File: src/rtl/rbcp_pkg.sv
// Shared constants for the RBCP register responder: bus widths, register map
// offsets and the supported ack-latency range.
package rbcp_pkg;

  localparam int RBCP_DW = 8;
  localparam int RBCP_AW = 32;

  localparam int ACK_LAT_MIN = 1;
  localparam int ACK_LAT_MAX = 4;

  localparam logic [7:0] OFS_ID      = 8'h00;
  localparam logic [7:0] OFS_SCRATCH = 8'h01;
  localparam logic [7:0] OFS_CTRL    = 8'h02;
  localparam logic [7:0] OFS_ERR     = 8'h03;
  localparam logic [7:0] OFS_RW_BASE = 8'h10;
  localparam logic [7:0] OFS_RO_BASE = 8'h40;

endpackage

File: src/rtl/rbcp_reg_slave_if.sv
// SiTCP RBCP initiator-to-responder bus. The initiator (SiTCP) drives the
// strobes and address; the responder drives ack and read data.
interface rbcp_reg_slave_if;
  import rbcp_pkg::*;

  logic               rbcp_act;
  logic [RBCP_AW-1:0] rbcp_addr;
  logic [RBCP_DW-1:0] rbcp_wd;
  logic               rbcp_we;
  logic               rbcp_re;
  logic               rbcp_ack;
  logic [RBCP_DW-1:0] rbcp_rd;

  modport master (
    output rbcp_act, rbcp_addr, rbcp_wd, rbcp_we, rbcp_re,
    input  rbcp_ack, rbcp_rd
  );

  modport slave (
    input  rbcp_act, rbcp_addr, rbcp_wd, rbcp_we, rbcp_re,
    output rbcp_ack, rbcp_rd
  );

endinterface

File: src/rtl/rbcp_ack_pipe.sv
// Delays the accepted-access valid bit and its read byte by DEPTH cycles.
// Flush drops everything in flight; pending covers acceptance through ack.
module rbcp_ack_pipe
  import rbcp_pkg::*;
#(
  parameter int DEPTH = 1
) (
  input  logic               clk,
  input  logic               rst_n,
  input  logic               flush,
  input  logic               in_valid,
  input  logic [RBCP_DW-1:0] in_data,
  output logic               ack,
  output logic [RBCP_DW-1:0] rd,
  output logic               pending
);

  localparam int D = (DEPTH < ACK_LAT_MIN) ? ACK_LAT_MIN :
                     (DEPTH > ACK_LAT_MAX) ? ACK_LAT_MAX : DEPTH;

  logic [D-1:0]       vld;
  logic [RBCP_DW-1:0] dat [D];

  // Data is zeroed whenever its slot is empty so rd reads 0x00 outside ack.
  always_ff @(posedge clk or negedge rst_n) begin
    if (!rst_n) begin
      vld <= '0;
      for (int i = 0; i < D; i++) dat[i] <= '0;
    end else if (flush) begin
      vld <= '0;
      for (int i = 0; i < D; i++) dat[i] <= '0;
    end else begin
      vld[0] <= in_valid;
      dat[0] <= in_valid ? in_data : '0;
      for (int i = 1; i < D; i++) begin
        vld[i] <= vld[i-1];
        dat[i] <= dat[i-1];
      end
    end
  end

  assign ack     = vld[D-1];
  assign rd      = dat[D-1];
  assign pending = |vld;

endmodule

File: src/rtl/rbcp_reg_slave.sv
// RBCP responder: decodes a 256-byte window at BASE_ADDR into ID, scratch,
// control pulses, error flag, RW config bytes and RO status bytes.
module rbcp_reg_slave
  import rbcp_pkg::*;
#(
  parameter logic [RBCP_AW-1:0] BASE_ADDR   = 32'h0000_0000,
  parameter int                 NUM_RW      = 8,
  parameter int                 NUM_RO      = 4,
  parameter int                 ACK_LATENCY = 1,
  parameter logic [RBCP_DW-1:0] ID_VALUE    = 8'hA5
) (
  input  logic                  clk,
  input  logic                  rst_n,
  rbcp_reg_slave_if.slave       bus,
  output logic [8*NUM_RW-1:0]   reg_out,
  input  logic [8*NUM_RO-1:0]   status_in,
  output logic [RBCP_DW-1:0]    ctrl_pulse,
  output logic                  access_err
);

  logic [RBCP_AW:0]   diff;
  logic [7:0]         ofs;
  logic               hit;
  logic               strobe;
  logic               pending;
  logic               accept;
  logic               wr_acc;
  logic [RBCP_DW-1:0] scratch;
  logic [RBCP_DW-1:0] rd_data;

  // The extra MSB is the borrow: an address below BASE_ADDR can never hit.
  assign diff   = {1'b0, bus.rbcp_addr} - {1'b0, BASE_ADDR};
  assign hit    = (diff[RBCP_AW:8] == '0);
  assign ofs    = diff[7:0];
  assign strobe = bus.rbcp_act & (bus.rbcp_we | bus.rbcp_re);
  assign accept = strobe & hit & ~pending;
  assign wr_acc = accept & bus.rbcp_we;

  always_comb begin
    rd_data = '0;
    if (!bus.rbcp_we) begin
      case (ofs)
        OFS_ID:      rd_data = ID_VALUE;
        OFS_SCRATCH: rd_data = scratch;
        OFS_ERR:     rd_data = {7'b0, access_err};
        default:     rd_data = '0;
      endcase
      for (int i = 0; i < NUM_RW; i++)
        if (ofs == OFS_RW_BASE + 8'(i)) rd_data = reg_out[8*i +: 8];
      for (int j = 0; j < NUM_RO; j++)
        if (ofs == OFS_RO_BASE + 8'(j)) rd_data = status_in[8*j +: 8];
    end
  end

  always_ff @(posedge clk or negedge rst_n) begin
    if (!rst_n) begin
      scratch    <= '0;
      ctrl_pulse <= '0;
      reg_out    <= '0;
      access_err <= 1'b0;
    end else begin
      ctrl_pulse <= '0;
      if (wr_acc) begin
        if (ofs == OFS_SCRATCH) scratch    <= bus.rbcp_wd;
        if (ofs == OFS_CTRL)    ctrl_pulse <= bus.rbcp_wd;
        for (int i = 0; i < NUM_RW; i++)
          if (ofs == OFS_RW_BASE + 8'(i)) reg_out[8*i +: 8] <= bus.rbcp_wd;
      end
      // Set and clear cannot coincide: clearing needs an accept, setting needs pending.
      if (strobe && pending)
        access_err <= 1'b1;
      else if (wr_acc && ofs == OFS_ERR)
        access_err <= 1'b0;
    end
  end

  rbcp_ack_pipe #(.DEPTH(ACK_LATENCY)) u_ack_pipe (
    .clk      (clk),
    .rst_n    (rst_n),
    .flush    (pending & ~bus.rbcp_act),
    .in_valid (accept),
    .in_data  (rd_data),
    .ack      (bus.rbcp_ack),
    .rd       (bus.rbcp_rd),
    .pending  (pending)
  );

endmodule

File: src/flat_wrapper.sv
// flat-port wrapper written by rule: the top's interface ports become plain ports
module rbcp_reg_slave_flat import rbcp_pkg::*;
#(
  parameter logic [RBCP_AW-1:0] BASE_ADDR   = 32'h0000_0000,
  parameter int                 NUM_RW      = 8,
  parameter int                 NUM_RO      = 4,
  parameter int                 ACK_LATENCY = 1,
  parameter logic [RBCP_DW-1:0] ID_VALUE    = 8'hA5
)
  (clk, rst_n, reg_out, status_in, ctrl_pulse, access_err, bus_rbcp_act, bus_rbcp_addr, bus_rbcp_wd, bus_rbcp_we, bus_rbcp_re, bus_rbcp_ack, bus_rbcp_rd);
  rbcp_reg_slave_if bus_i ();
  input  logic clk;
  input  logic rst_n;
  output logic [8*NUM_RW-1:0] reg_out;
  input  logic [8*NUM_RO-1:0] status_in;
  output logic [RBCP_DW-1:0] ctrl_pulse;
  output logic access_err;
  input wire logic [$bits(bus_i.rbcp_act)-1:0] bus_rbcp_act;
  input wire logic [$bits(bus_i.rbcp_addr)-1:0] bus_rbcp_addr;
  input wire logic [$bits(bus_i.rbcp_wd)-1:0] bus_rbcp_wd;
  input wire logic [$bits(bus_i.rbcp_we)-1:0] bus_rbcp_we;
  input wire logic [$bits(bus_i.rbcp_re)-1:0] bus_rbcp_re;
  output wire logic [$bits(bus_i.rbcp_ack)-1:0] bus_rbcp_ack;
  output wire logic [$bits(bus_i.rbcp_rd)-1:0] bus_rbcp_rd;
  assign bus_i.rbcp_act = bus_rbcp_act;
  assign bus_i.rbcp_addr = bus_rbcp_addr;
  assign bus_i.rbcp_wd = bus_rbcp_wd;
  assign bus_i.rbcp_we = bus_rbcp_we;
  assign bus_i.rbcp_re = bus_rbcp_re;
  assign bus_rbcp_ack = bus_i.rbcp_ack;
  assign bus_rbcp_rd = bus_i.rbcp_rd;
  rbcp_reg_slave #(.BASE_ADDR(BASE_ADDR), .NUM_RW(NUM_RW), .NUM_RO(NUM_RO), .ACK_LATENCY(ACK_LATENCY), .ID_VALUE(ID_VALUE)) u_core (.clk(clk), .rst_n(rst_n), .bus(bus_i), .reg_out(reg_out), .status_in(status_in), .ctrl_pulse(ctrl_pulse), .access_err(access_err));
endmodule
File: config.mk
export PLATFORM = sky130hd
export DESIGN_NAME = rbcp_reg_slave_flat
export DESIGN_NICKNAME = d
export VERILOG_FILES = /design/src/rtl/rbcp_pkg.sv /design/src/rtl/rbcp_reg_slave_if.sv /design/src/rtl/rbcp_ack_pipe.sv /design/src/rtl/rbcp_reg_slave.sv /design/src/flat_wrapper.sv
export SDC_FILE = /design/constraint.sdc
export NUM_CORES = 1
export LEC_CHECK = 0
export BUFFER_PORTS_ARGS = -buffer_cell sky130_fd_sc_hd__clkbuf_2
export CORE_MARGIN = 10
export CORE_UTILIZATION = 53
export CTS_BUF_LIST = sky130_fd_sc_hd__clkbuf_8
export CTS_CLUSTER_SIZE = 20
export DETAILED_ROUTE_END_ITERATION = 8
export PLACE_DENSITY = 0.82
export SKIP_LAST_GASP = 1
export SLEW_MARGIN = 20
export SYNTH_ARGS = -nofsm -noshare
export SYNTH_HDL_FRONTEND = slang
export SYNTH_HIERARCHICAL = 1
export SYNTH_SLANG_ARGS = --single-unit
File: constraint.sdc
create_clock -name clk -period 2.4 [get_ports clk]
set_input_delay 0.72 -clock clk [delete_from_list [all_inputs] [get_ports clk]]
set_output_delay 0.72 -clock clk [all_outputs]
set_load 0.1 [all_outputs]
==> impl_metrics.yaml, run 1 <==
synth:
  synth_ff_type: "dfrtp_1"
  syn_area_per_cell_um2: 11.44
  ys_seq_elements: 90
  synth_cells: 444
  yosysMostFrequentCell: "dfrtp_1"
  syn-cell-area_um2: 5077
  synth_edf_count: 0
  yosys.area.top_type: "dfrtp_1"
  synthSimpleGateAreaFrac: 0.1725
  yosys-top-cells-count: "dfrtp_1 (90), mux2_4 (40), mux2_2 (35), nor2_1 (26), nand2_1 (23)"
  synth-adder-area-share: 0
  ys_seq_area_frac: 0.4436
  yosys_warnings: 6
  yosysTopAreaCellShare: 0.4436
  synth_top_family_by_area: "multiplexers"
  synth_compound_area_frac: 0.1217
  synthMuxAreaShare: 0.2181
  synth_cell_types: 64
  synthXorXnorAreaFrac: 0
  synth_nets: 521
  synthTopCellsByArea: "dfrtp_1 (44%), mux2_4 (12%), mux2_2 (7.8%), nor2_1 (1.9%), a21oi_1 (1.8%)"
  ys_async_sr_fraction: 1.000
status:
  status: "complete, no violations"
clocking:
  cts_buffers: 9
  clk_latency_ns: 0.36
  clock-root-buffer: "clkbuf_8"
  ctsHoldBuffers: 0
  ctsLongestPathBuffers: 2
  cts.sinks: 90
  cts-htree-levels: 3
  cts_tree: "yes"
  path_clk_slew_ns: 0.09
pwr:
  power.density_nw_per_um2: 435.1
  leakage_uw: 0.003525
  ir_drop_mv: 0.3228
  power_uw: 2990
global_route:
  grt_pass1_vias: 4863
  antenna_found_initial: 0
  grt_max_degree: 47
  grt_pass1_wl_um: 28550
  overflow: 0
  grt_usage: 0.2562
drt:
  dr.first_iter.drc_count: 357
  drtAntennaViolNets: 0
  vias_per_cell: 5.802
  drc: 0
  firstDrtPassIters: 5
  drt-total-wl_um: 18190
  drt-wirelength-per-cell_um: 22.79
  vias: 4630
cells_and_area:
  syn_to_final_growth_pct: 35.34
  fillCellCount: 659
  nets: 741
  final_cells: 798
  diodes: 0
  final_layout_size_suffix_gt1_frac: 0.5366
  final_area_um2: 6872
worst_setup_path:
  critPathKind: "input port to flip-flop"
  path_max_fanout: 8
  worstPathCellList: "clkbuf_2 > or4b_4 > buf_4 > nor2_1 > and4_1 > buf_12 > mux2_4"
  arrival_ns: 2.59
  crit_start: "bus_rbcp_addr[6]"
  endpoint_kind: "flip-flop"
  crit_slowest_cell: "or4b_4"
  path_delay_family: "simple AND/OR/NAND/NOR gates"
  start_kind: "input port"
  required_ns: 2.64
  max_stage_delay_ns: 0.56
  r2r_start: "u_core/u_ack_pipe/ack"
  cp_num_buf_inv: 3
place:
  placed_area_um2: 6613
  dp_hpwl_um: 14260
  place_inst: 781
  gp_congestion: 0.9893
  port_buffers: 158
timing:
  hold_violations: 0
  slew_viol_final: 0
  finalSetupViolCount: 0
  relSlewSlack: 0.5865
  fin_crit_sh: 0.9794
  rsz0062_at_grt: "false"
  fmax_ghz: 0.4254
  tightest_slew_ns: 0.6180
  skew_ns: 0.01590
  period_minus_slack_ns: 2.351
die:
  die_w_um: 117.9
  fp.coreArea_um2: 9284
  io_pins: 159
  rows: 35
  start_util: 0.5469
  die-height_um: 117.9
  die_area_um2: 13890
run:
  maxCapViolCount: 0
min_path:
  min_path_type: "input port to asynchronous set/reset pin"
==> final cells by class <==
class | instances | area (µm²) | share of cell area
sequential | 90 | 2253 | 0.3279
clock inverter | 5 | 62.56 | 0.009104
multi-input combinational | 309 | 2675 | 0.3893
tap | 129 | 161.4 | 0.02349
timing repair buffer | 244 | 1530 | 0.2227
clock buffer | 11 | 151.4 | 0.02203
inverter | 10 | 37.54 | 0.005462
==> final timing paths <==
kind                       slack [ns]                 end  cells after the start
min reg2reg                      0.52   u_core/scratch[6]                      1
min in group clk                 0.52   u_core/scratch[6]                      1
max                              0.05  u_core/reg_out[36]                      7
max in group asynchronous        1.47   u_core/reg_out[1]                      2
min                              0.32  u_core/reg_out[55]                      1
max reg2reg                      0.26   u_core/access_err                      6
==> what timing repair did <==
item,CTS,global route
buffers inserted,0,1
gates resized for setup,0,8
endpoints found under the setup margin,0,39
==> layer usage <==
metal / vias up / global-route usage / wire length, µm
met3: 8 / 0.07866 / 1667
li1: 2080 / - / -
met1: 2285 / 0.3408 / 7938
met5: - / 0 / 0
met4: 0 / 0.05951 / 164
met2: 257 / 0.3986 / 8417
==> sequential cells by signal, summed over array words and instances (netlist names) <==
name / count
u_core/reg_out: 64
u_core/ctrl_pulse: 8
u_core/scratch: 8
u_core/u_ack_pipe/rd: 8
u_core/access_err: 1
u_core/u_ack_pipe/ack: 1
==> worst reg2reg max path, cell delays in order (launching register included) <==
cell	delay, ns
dfrtp_2	0.43
nor4_1	0.21
nand2_1	0.16
buf_4	0.17
or4_1	0.55
o41ai_2	0.32
o21ai_0	0.17
==> layout by cell type, fill, tap and decap left out, types with 3 or more instances in the layout <==
| cell type | Yosys | routed |
|---|---|---|
| clkbuf_2 | 0 | 157 |
| dfrtp_1 | 90 | 89 |
| buf_4 | 2 | 79 |
| mux2_4 | 40 | 47 |
| mux2_2 | 35 | 28 |
| nor2_1 | 26 | 26 |
| nand2_1 | 23 | 23 |
| o21ai_0 | 18 | 18 |
| a21oi_1 | 18 | 17 |
| clkbuf_8 | 0 | 11 |
| inv_1 | 10 | 10 |
| and3b_1 | 10 | 10 |
| nor2b_1 | 9 | 9 |
| and2_1 | 9 | 9 |
| mux2i_1 | 9 | 9 |
| nand2b_1 | 7 | 7 |
| o22ai_1 | 8 | 7 |
| buf_12 | 0 | 7 |
| nor4_1 | 6 | 6 |
| nor3_1 | 7 | 6 |
| a32oi_1 | 6 | 6 |
| nand3_1 | 6 | 5 |
| and4_1 | 5 | 5 |
| nand3b_1 | 4 | 4 |
| a22oi_1 | 4 | 4 |
| nand4_1 | 3 | 3 |
| o2bb2ai_1 | 3 | 3 |
| a21o_1 | 3 | 3 |
| a221oi_1 | 3 | 3 |
| a31oi_1 | 3 | 3 |
| nand4_4 | 3 | 3 |
==> power by group <==
part           internal (µW)  total (µW)  switching (µW)
Combinational            149         368             218
Sequential              1520        1520            1.53
Clock                    542        1100             562
==> cell families (layout without fill, tap and decap cells) <==
| logic type | count (synthesis) | in the layout |
|---|---|---|
| multiplexers | 85 | 85 |
| buffers and inverters | 45 | 270 |
| AND/OR/NAND/NOR | 134 | 134 |
| flip-flops | 90 | 90 |
| AO/OA/AOI/OAI | 90 | 90 |
==> stage by stage <==
step	hold slack (ns)	setup TNS (ns)	utilization	setup WS, ns
after floorplan	0.4244	-10.17	-	-0.2098
after global placement	0.4959	-17.42	0.7123	-0.3039
after detailed placement	0.4982	-20.79	0.7123	-0.3420
after CTS	0.3164	0	0.7353	0.01588
after global routing	0.3251	0	0.7402	0.009887
final	0.3165	0	0.7402	0.04936
No activity file was read; power rests on OpenSTA's default activity.
==> run 2: changes to the inputs <==
--- a/config.mk
+++ b/config.mk
@@ -11,7 +11,8 @@
 export CTS_BUF_LIST = sky130_fd_sc_hd__clkbuf_8
 export CTS_CLUSTER_SIZE = 20
 export DETAILED_ROUTE_END_ITERATION = 8
-export PLACE_DENSITY = 0.82
+export PLACE_DENSITY = 0.83
+export RECOVER_POWER = 25
 export SKIP_LAST_GASP = 1
 export SLEW_MARGIN = 20
 export SYNTH_ARGS = -nofsm -noshare
==> run 2 against run 1 <==
  * Non-clock buffer count unchanged
  * First-iteration DRC count is 29% higher
  * Clock-buffer cell count fell by 1
  * Critical path depth up 4
  * Utilization shrank 0.067 points
  * Worst hold slack improved by 0.089 ns
  * Combinational power about the same
  * Via count rose by 0.89%
  * Sequential share of layout area about the same
==> impl_metrics.yaml, run 2 (synthesis results as in run 1) <==
status:
  status: "complete, no violations"
timing:
  hold_violations: 0
  finalSetupViolCount: 0
  tightest_slew_ns: 1.140
  period_minus_slack_ns: 2.325
  fmax_ghz: 0.4300
  rsz0062_at_grt: "false"
  relSlewSlack: 0.2403
  skew_ns: 0.01185
  setup_tns_ns: 0
  slew_viol_final: 0
  fin_crit_sh: 0.9689
worst_setup_path:
  worstRegToRegCells: 7
  path_max_fanout: 30
  r2r_slack_ns: 0.36
  critPathKind: "input port to flip-flop"
  r2r_start: "u_core/u_ack_pipe/ack"
  arrival_ns: 2.58
  endpoint_kind: "flip-flop"
  required_ns: 2.65
  start_kind: "input port"
  r2r_end: "u_core/ctrl_pulse[3]"
cells_and_area:
  fin_util: 0.7395
  diodes: 0
  nets: 741
  layout_common_cells: "clkbuf_2 (159), dfrtp_1 (89), buf_4 (74), mux2_4 (47), mux2_2 (28)"
  syn_to_final_growth_pct: 35.21
  largest_register_ffs: 64
  final_area_um2: 6865
  largest-register: "u_core/reg_out"
  mostFrequentLayoutCell: "clkbuf_2"
  final_layout_size_suffix_gt1_frac: 0.5277
place:
  placed_area_um2: 6670
  dp_hpwl_um: 14190
  port_buffers: 158
  gp_congestion: 0.9980
die:
  die-height_um: 117.9
  fp.coreArea_um2: 9284
  start_util: 0.5469
  die_area_um2: 13890
  die_w_um: 117.9
  io_pins: 159
  rows: 35
clocking:
  ctsHoldBuffers: 0
  ctsLongestPathBuffers: 2
  clk_latency_ns: 0.36
  path_clk_slew_ns: 0.10
  cts_buffers: 9
  cts-htree-levels: 3
  clock-root-buffer: "clkbuf_8"
  cts.sinks: 90
  cts_tree: "yes"
pwr:
  p_switching_uw: 790.6
  combPwrFrac: 0.124
  seq_power_share: 0.511
  power_uw: 2970
  clkPwrFrac: 0.365
  switching_share: 0.2662
  ir_drop_mv: 0.3644
  power.density_nw_per_um2: 432.5
  p_int_uw: 2179
  leakage_uw: 0.003526
global_route:
  grt_pass1_wl_um: 28590
  overflow: 0
  grt_max_degree: 48
  grt_pass1_vias: 5024
  grt_usage: 0.2548
  antenna_found_initial: 0
drt:
  drc: 0
  drt-wirelength-per-cell_um: 22.67
  vias_per_cell: 5.853
  firstDrtPassIters: 5
  dr.first_iter.drc_count: 461
  drt-total-wl_um: 18090
  drtAntennaViolNets: 0
  vias: 4671
run:
  maxCapViolCount: 0
min_path:
  min_path_type: "input port to asynchronous set/reset pin"
-- run 2: cell types whose count changed in the layout (fill, tap and decap cells not counted), sizes merged --
| cell | previous run | this run |
|---|---|---|
| clkinv | 2 | 1 |
| clkbuf | 168 | 170 |
| inv | 10 | 12 |
| buf | 87 | 84 |
-- run 2: power groups by stage --
stage | clock [µW] | sequential [µW] | combinational, µW
final | 1080 | 1520 | 368
after global routing | 1160 | 1520 | 393
after CTS | 1100 | 1520 | 367
after detailed placement | 0 | 1550 | 366
after global placement | 0 | 1550 | 357
after floorplan | 0 | 1560 | 138
-- run 2: critical path, cell delays in order --
cell and delay, ns:
clkbuf_2 0.10, buf_4 0.24, buf_12 0.22, nor2_1 0.09, buf_4 0.17, o21ai_0 0.09
a21oi_1 0.13, a221oi_1 0.40, buf_4 0.19, o21ai_0 0.07, and3b_1 0.16
-- run 2: area by class of cell --
class	instances	area [µm²]
clock buffers	10	137.6
clock inverters	6	66.31
fillers	686	2419
inverters	10	37.54
multi-input cells	309	2654
flip-flops and latches	90	2253
well taps	129	161.4
repair buffers	244	1555
-- run 2: stage by stage --
step,setup WS [ns],hold WS [ns],std cells
2_1_floorplan,-0.2098,0.4244,444
4_1_cts,0.05061,0.1969,798
5_1_grt,0.04339,0.4551,798
6_report,0.07467,0.4055,798
3_3_place_gp,-0.2508,0.4996,782
3_5_place_dp,-0.3225,0.5029,782
-- run 2: layer usage --
layer | share of wire | GRT usage
met1 | 0.43 | 0.3422
met3 | 0.079 | 0.05659
met5 | 0 | 0
met2 | 0.47 | 0.3965
met4 | 0.023 | 0.08501
-- run 2: worst max-delay path by stage --
stage | slack [ns] | start | to
after floorplan | -0.21 | bus_rbcp_we | u_core/reg_out[58]
after global placement | -0.25 | bus_rbcp_addr[5] | u_core/u_ack_pipe/rd[3]
after detailed placement | -0.32 | bus_rbcp_addr[5] | u_core/u_ack_pipe/rd[3]
after CTS | 0.05 | bus_rbcp_addr[5] | u_core/u_ack_pipe/rd[3]
after global routing | 0.04 | bus_rbcp_addr[5] | u_core/u_ack_pipe/rd[6]
final | 0.07 | bus_rbcp_addr[0] | u_core/u_ack_pipe/rd[7]
-- run 2: timing repair --
item / in CTS / in global routing
resized for setup: 0 / 3
setup endpoints to repair: 0 / 2
setup buffers: 0 / 0
==> run 3: changes to the inputs <==
--- a/config.mk
+++ b/config.mk
@@ -6,12 +6,13 @@
 export NUM_CORES = 1
 export LEC_CHECK = 0
 export BUFFER_PORTS_ARGS = -buffer_cell sky130_fd_sc_hd__clkbuf_2
+export CORE_ASPECT_RATIO = 1.1
 export CORE_MARGIN = 10
-export CORE_UTILIZATION = 53
+export CORE_UTILIZATION = 35
 export CTS_BUF_LIST = sky130_fd_sc_hd__clkbuf_8
 export CTS_CLUSTER_SIZE = 20
 export DETAILED_ROUTE_END_ITERATION = 8
-export PLACE_DENSITY = 0.83
+export PLACE_DENSITY = 0.59
 export RECOVER_POWER = 25
 export SKIP_LAST_GASP = 1
 export SLEW_MARGIN = 20
==> constraint.sdc (replaced) <==
create_clock -name clk -period 2.2 [get_ports clk]
set_input_delay 0.66 -clock clk [delete_from_list [all_inputs] [get_ports clk]]
set_output_delay 0.66 -clock clk [all_outputs]
set_load 0.1 [all_outputs]
==> run 3 against run 2 <==
  * Routed wire length rose by 5.1%
  * Via count fell by 2.5%
  * Worst hold slack improved by 0.086 ns
  * Sequential share of layout area fell by 0.86 points
  * Clock skew fell by 0.0054 ns
  * Design area rose by 2.7%
  * Register-to-register slack got worse by 0.16 ns
  * Largest power group unchanged
==> impl_metrics.yaml, run 3 (synthesis results as in run 1) <==
pwr:
  ir_drop_mv: 0.3479
  p_switching_uw: 843.7
  switching_share: 0.2475
  p_int_uw: 2565
  clkPwrFrac: 0.394
  leakage_uw: 0.003583
  seq_power_share: 0.486
  power.density_nw_per_um2: 483.6
  combPwrFrac: 0.120
  power_uw: 3409
clocking:
  cts_buffers: 9
  ctsHoldBuffers: 0
  path_clk_slew_ns: 0.09
  clock-root-buffer: "clkbuf_8"
  cts_tree: "yes"
  ctsLongestPathBuffers: 2
  cts.sinks: 90
  clk_latency_ns: 0.37
  cts-htree-levels: 3
  cts_setup_buffers: 0
timing:
  finalSetupViolCount: 0
  final.setup.worst_slack_ns: 0.003365
  hold_violations: 0
  slew_viol_final: 0
  fmax_ghz: 0.4552
  tightest_slew_ns: 1.171
  rsz0062_at_grt: "true"
  skew_ns: 0.006473
  relSlewSlack: 0.2195
  fin_crit_sh: 0.9985
  period_minus_slack_ns: 2.197
die:
  fp.coreArea_um2: 14330
  io_pins: 159
  die-height_um: 146.3
  rows: 46
  die_area_um2: 19730
  die_w_um: 134.8
  start_util: 0.3543
drt:
  vias_per_cell: 5.249
  drt-total-wl_um: 19010
  drt-wirelength-per-cell_um: 21.90
  vias: 4556
  drc: 0
  dr.first_iter.drc_count: 298
  drtAntennaViolNets: 0
  firstDrtPassIters: 5
worst_setup_path:
  path_delay_family: "simple AND/OR/NAND/NOR gates"
  start_kind: "input port"
  cp_num_buf_inv: 4
  max_stage_delay_ns: 0.56
  worstPathCellList: "clkbuf_2 > or4b_4 > buf_4 > nor2_2 > buf_6 > and4_4 > buf_12 > mux2_4"
  r2r_end: "u_core/reg_out[27]"
  r2r_slack_ns: 0.20
  endpoint_kind: "flip-flop"
  arrival_ns: 2.46
  crit_slowest_cell: "or4b_4"
  worstRegToRegCells: 7
  critPathKind: "input port to flip-flop"
  r2r_start: "u_core/u_ack_pipe/ack"
  required_ns: 2.47
  path_max_fanout: 8
global_route:
  grt_pass1_vias: 4845
  overflow: 0
  antenna_found_initial: 0
  grt_max_degree: 49
  grt_pass1_wl_um: 28970
  grt_usage: 0.1902
run:
  maxCapViolCount: 0
status:
  status: "complete, no violations"
cells_and_area:
  final_area_um2: 7049
  final_layout_size_suffix_gt1_frac: 0.5518
  layout_common_cells: "clkbuf_2 (157), dfrtp_1 (89), buf_4 (83), mux2_4 (48), mux2_2 (27)"
  nets: 748
  mostFrequentLayoutCell: "clkbuf_2"
  largest-register: "u_core/reg_out"
  syn_to_final_growth_pct: 38.84
  diodes: 0
  largest_register_ffs: 64
  fillCellCount: 1336
place:
  port_buffers: 158
  pre_cts_slack_ns: -0.4770
  gp_congestion: 0.9179
  dp_hpwl_um: 15070
  placed_area_um2: 6745
min_path:
  min_path_type: "input port to asynchronous set/reset pin"
==> run 3: cell count changes in the layout (fill, tap and decap cells not counted), sizes merged <==
cell | before | now
bufinv | 1 | 3
clkinvlp | 2 | 1
clkbuf | 170 | 168
buf | 84 | 92
==> run 3: per-layer routing <==
layer,share of wire,wire [µm],up-vias,GRT usage
met5,0,0,-,0
met4,0.015,282,0,0.05120
met3,0.070,1321,17,0.05525
met2,0.47,8899,170,0.3016
met1,0.45,8502,2270,0.2461
li1,-,-,2099,-
==> run 3: area by class of cell <==
class	count	area, µm²	share of cell area
multi-input combinational	309	2719	0.3857
tap	192	240.2	0.03408
sequential	90	2253	0.3197
clock inverter	7	110.1	0.01562
clock buffer	9	123.9	0.01757
timing repair buffer	251	1565	0.2220
inverter	10	37.54	0.005325
==> run 3: power by group through the flow <==
stage / clock network [µW] / logic [µW] / registers, µW
4_1_cts: 1370 / 409 / 1660
5_1_grt: 1430 / 445 / 1660
3_3_place_gp: 0 / 399 / 1690
6_report: 1340 / 409 / 1660
2_1_floorplan: 0 / 152 / 1700
3_5_place_dp: 0 / 404 / 1690
==> run 3: through the flow <==
| stage | utilization | TNS (ns) | hold WS [ns] | cells |
|---|---|---|---|---|
| 6_report | 0.4919 | 0 | 0.4914 | 868 |
| 5_1_grt | 0.4919 | -0.04147 | 0.5273 | 868 |
| 3_5_place_dp | 0.4707 | -33.48 | 0.4945 | 852 |
| 2_1_floorplan | - | -21.15 | 0.3644 | 444 |
| 3_3_place_gp | 0.4707 | -32.14 | 0.4968 | 852 |
| 4_1_cts | 0.4889 | -0.009359 | 0.1638 | 868 |
==> run 3: worst reg2reg max path: stages (launching register included) <==
cell     delay [ns]
dfrtp_2        0.42
nor4_1         0.18
nand2_1        0.18
nor3_4         0.19
buf_6          0.17
buf_6          0.15
nand4_4        0.22
mux2_4         0.38
==> run 3: how the worst max path moves through the flow <==
stage / end / slack [ns] / start / depth (start not counted)
floorplan: u_core/reg_out[58] / -0.35 / bus_rbcp_we / 7
global placement: u_core/reg_out[55] / -0.44 / bus_rbcp_addr[5] / 8
detailed placement: u_core/reg_out[50] / -0.48 / bus_rbcp_addr[5] / 8
CTS: u_core/reg_out[63] / -0.005 / bus_rbcp_addr[5] / 8
global route: u_core/u_ack_pipe/rd[3] / -0.04 / bus_rbcp_addr[5] / 10
finish: u_core/reg_out[50] / 0.003 / bus_rbcp_addr[5] / 8
==> run 3: repair_timing <==
item,4_1_cts,5_1_grt
gates resized for setup,7,14
pin swaps,1,3
endpoints found under the setup margin,35,61
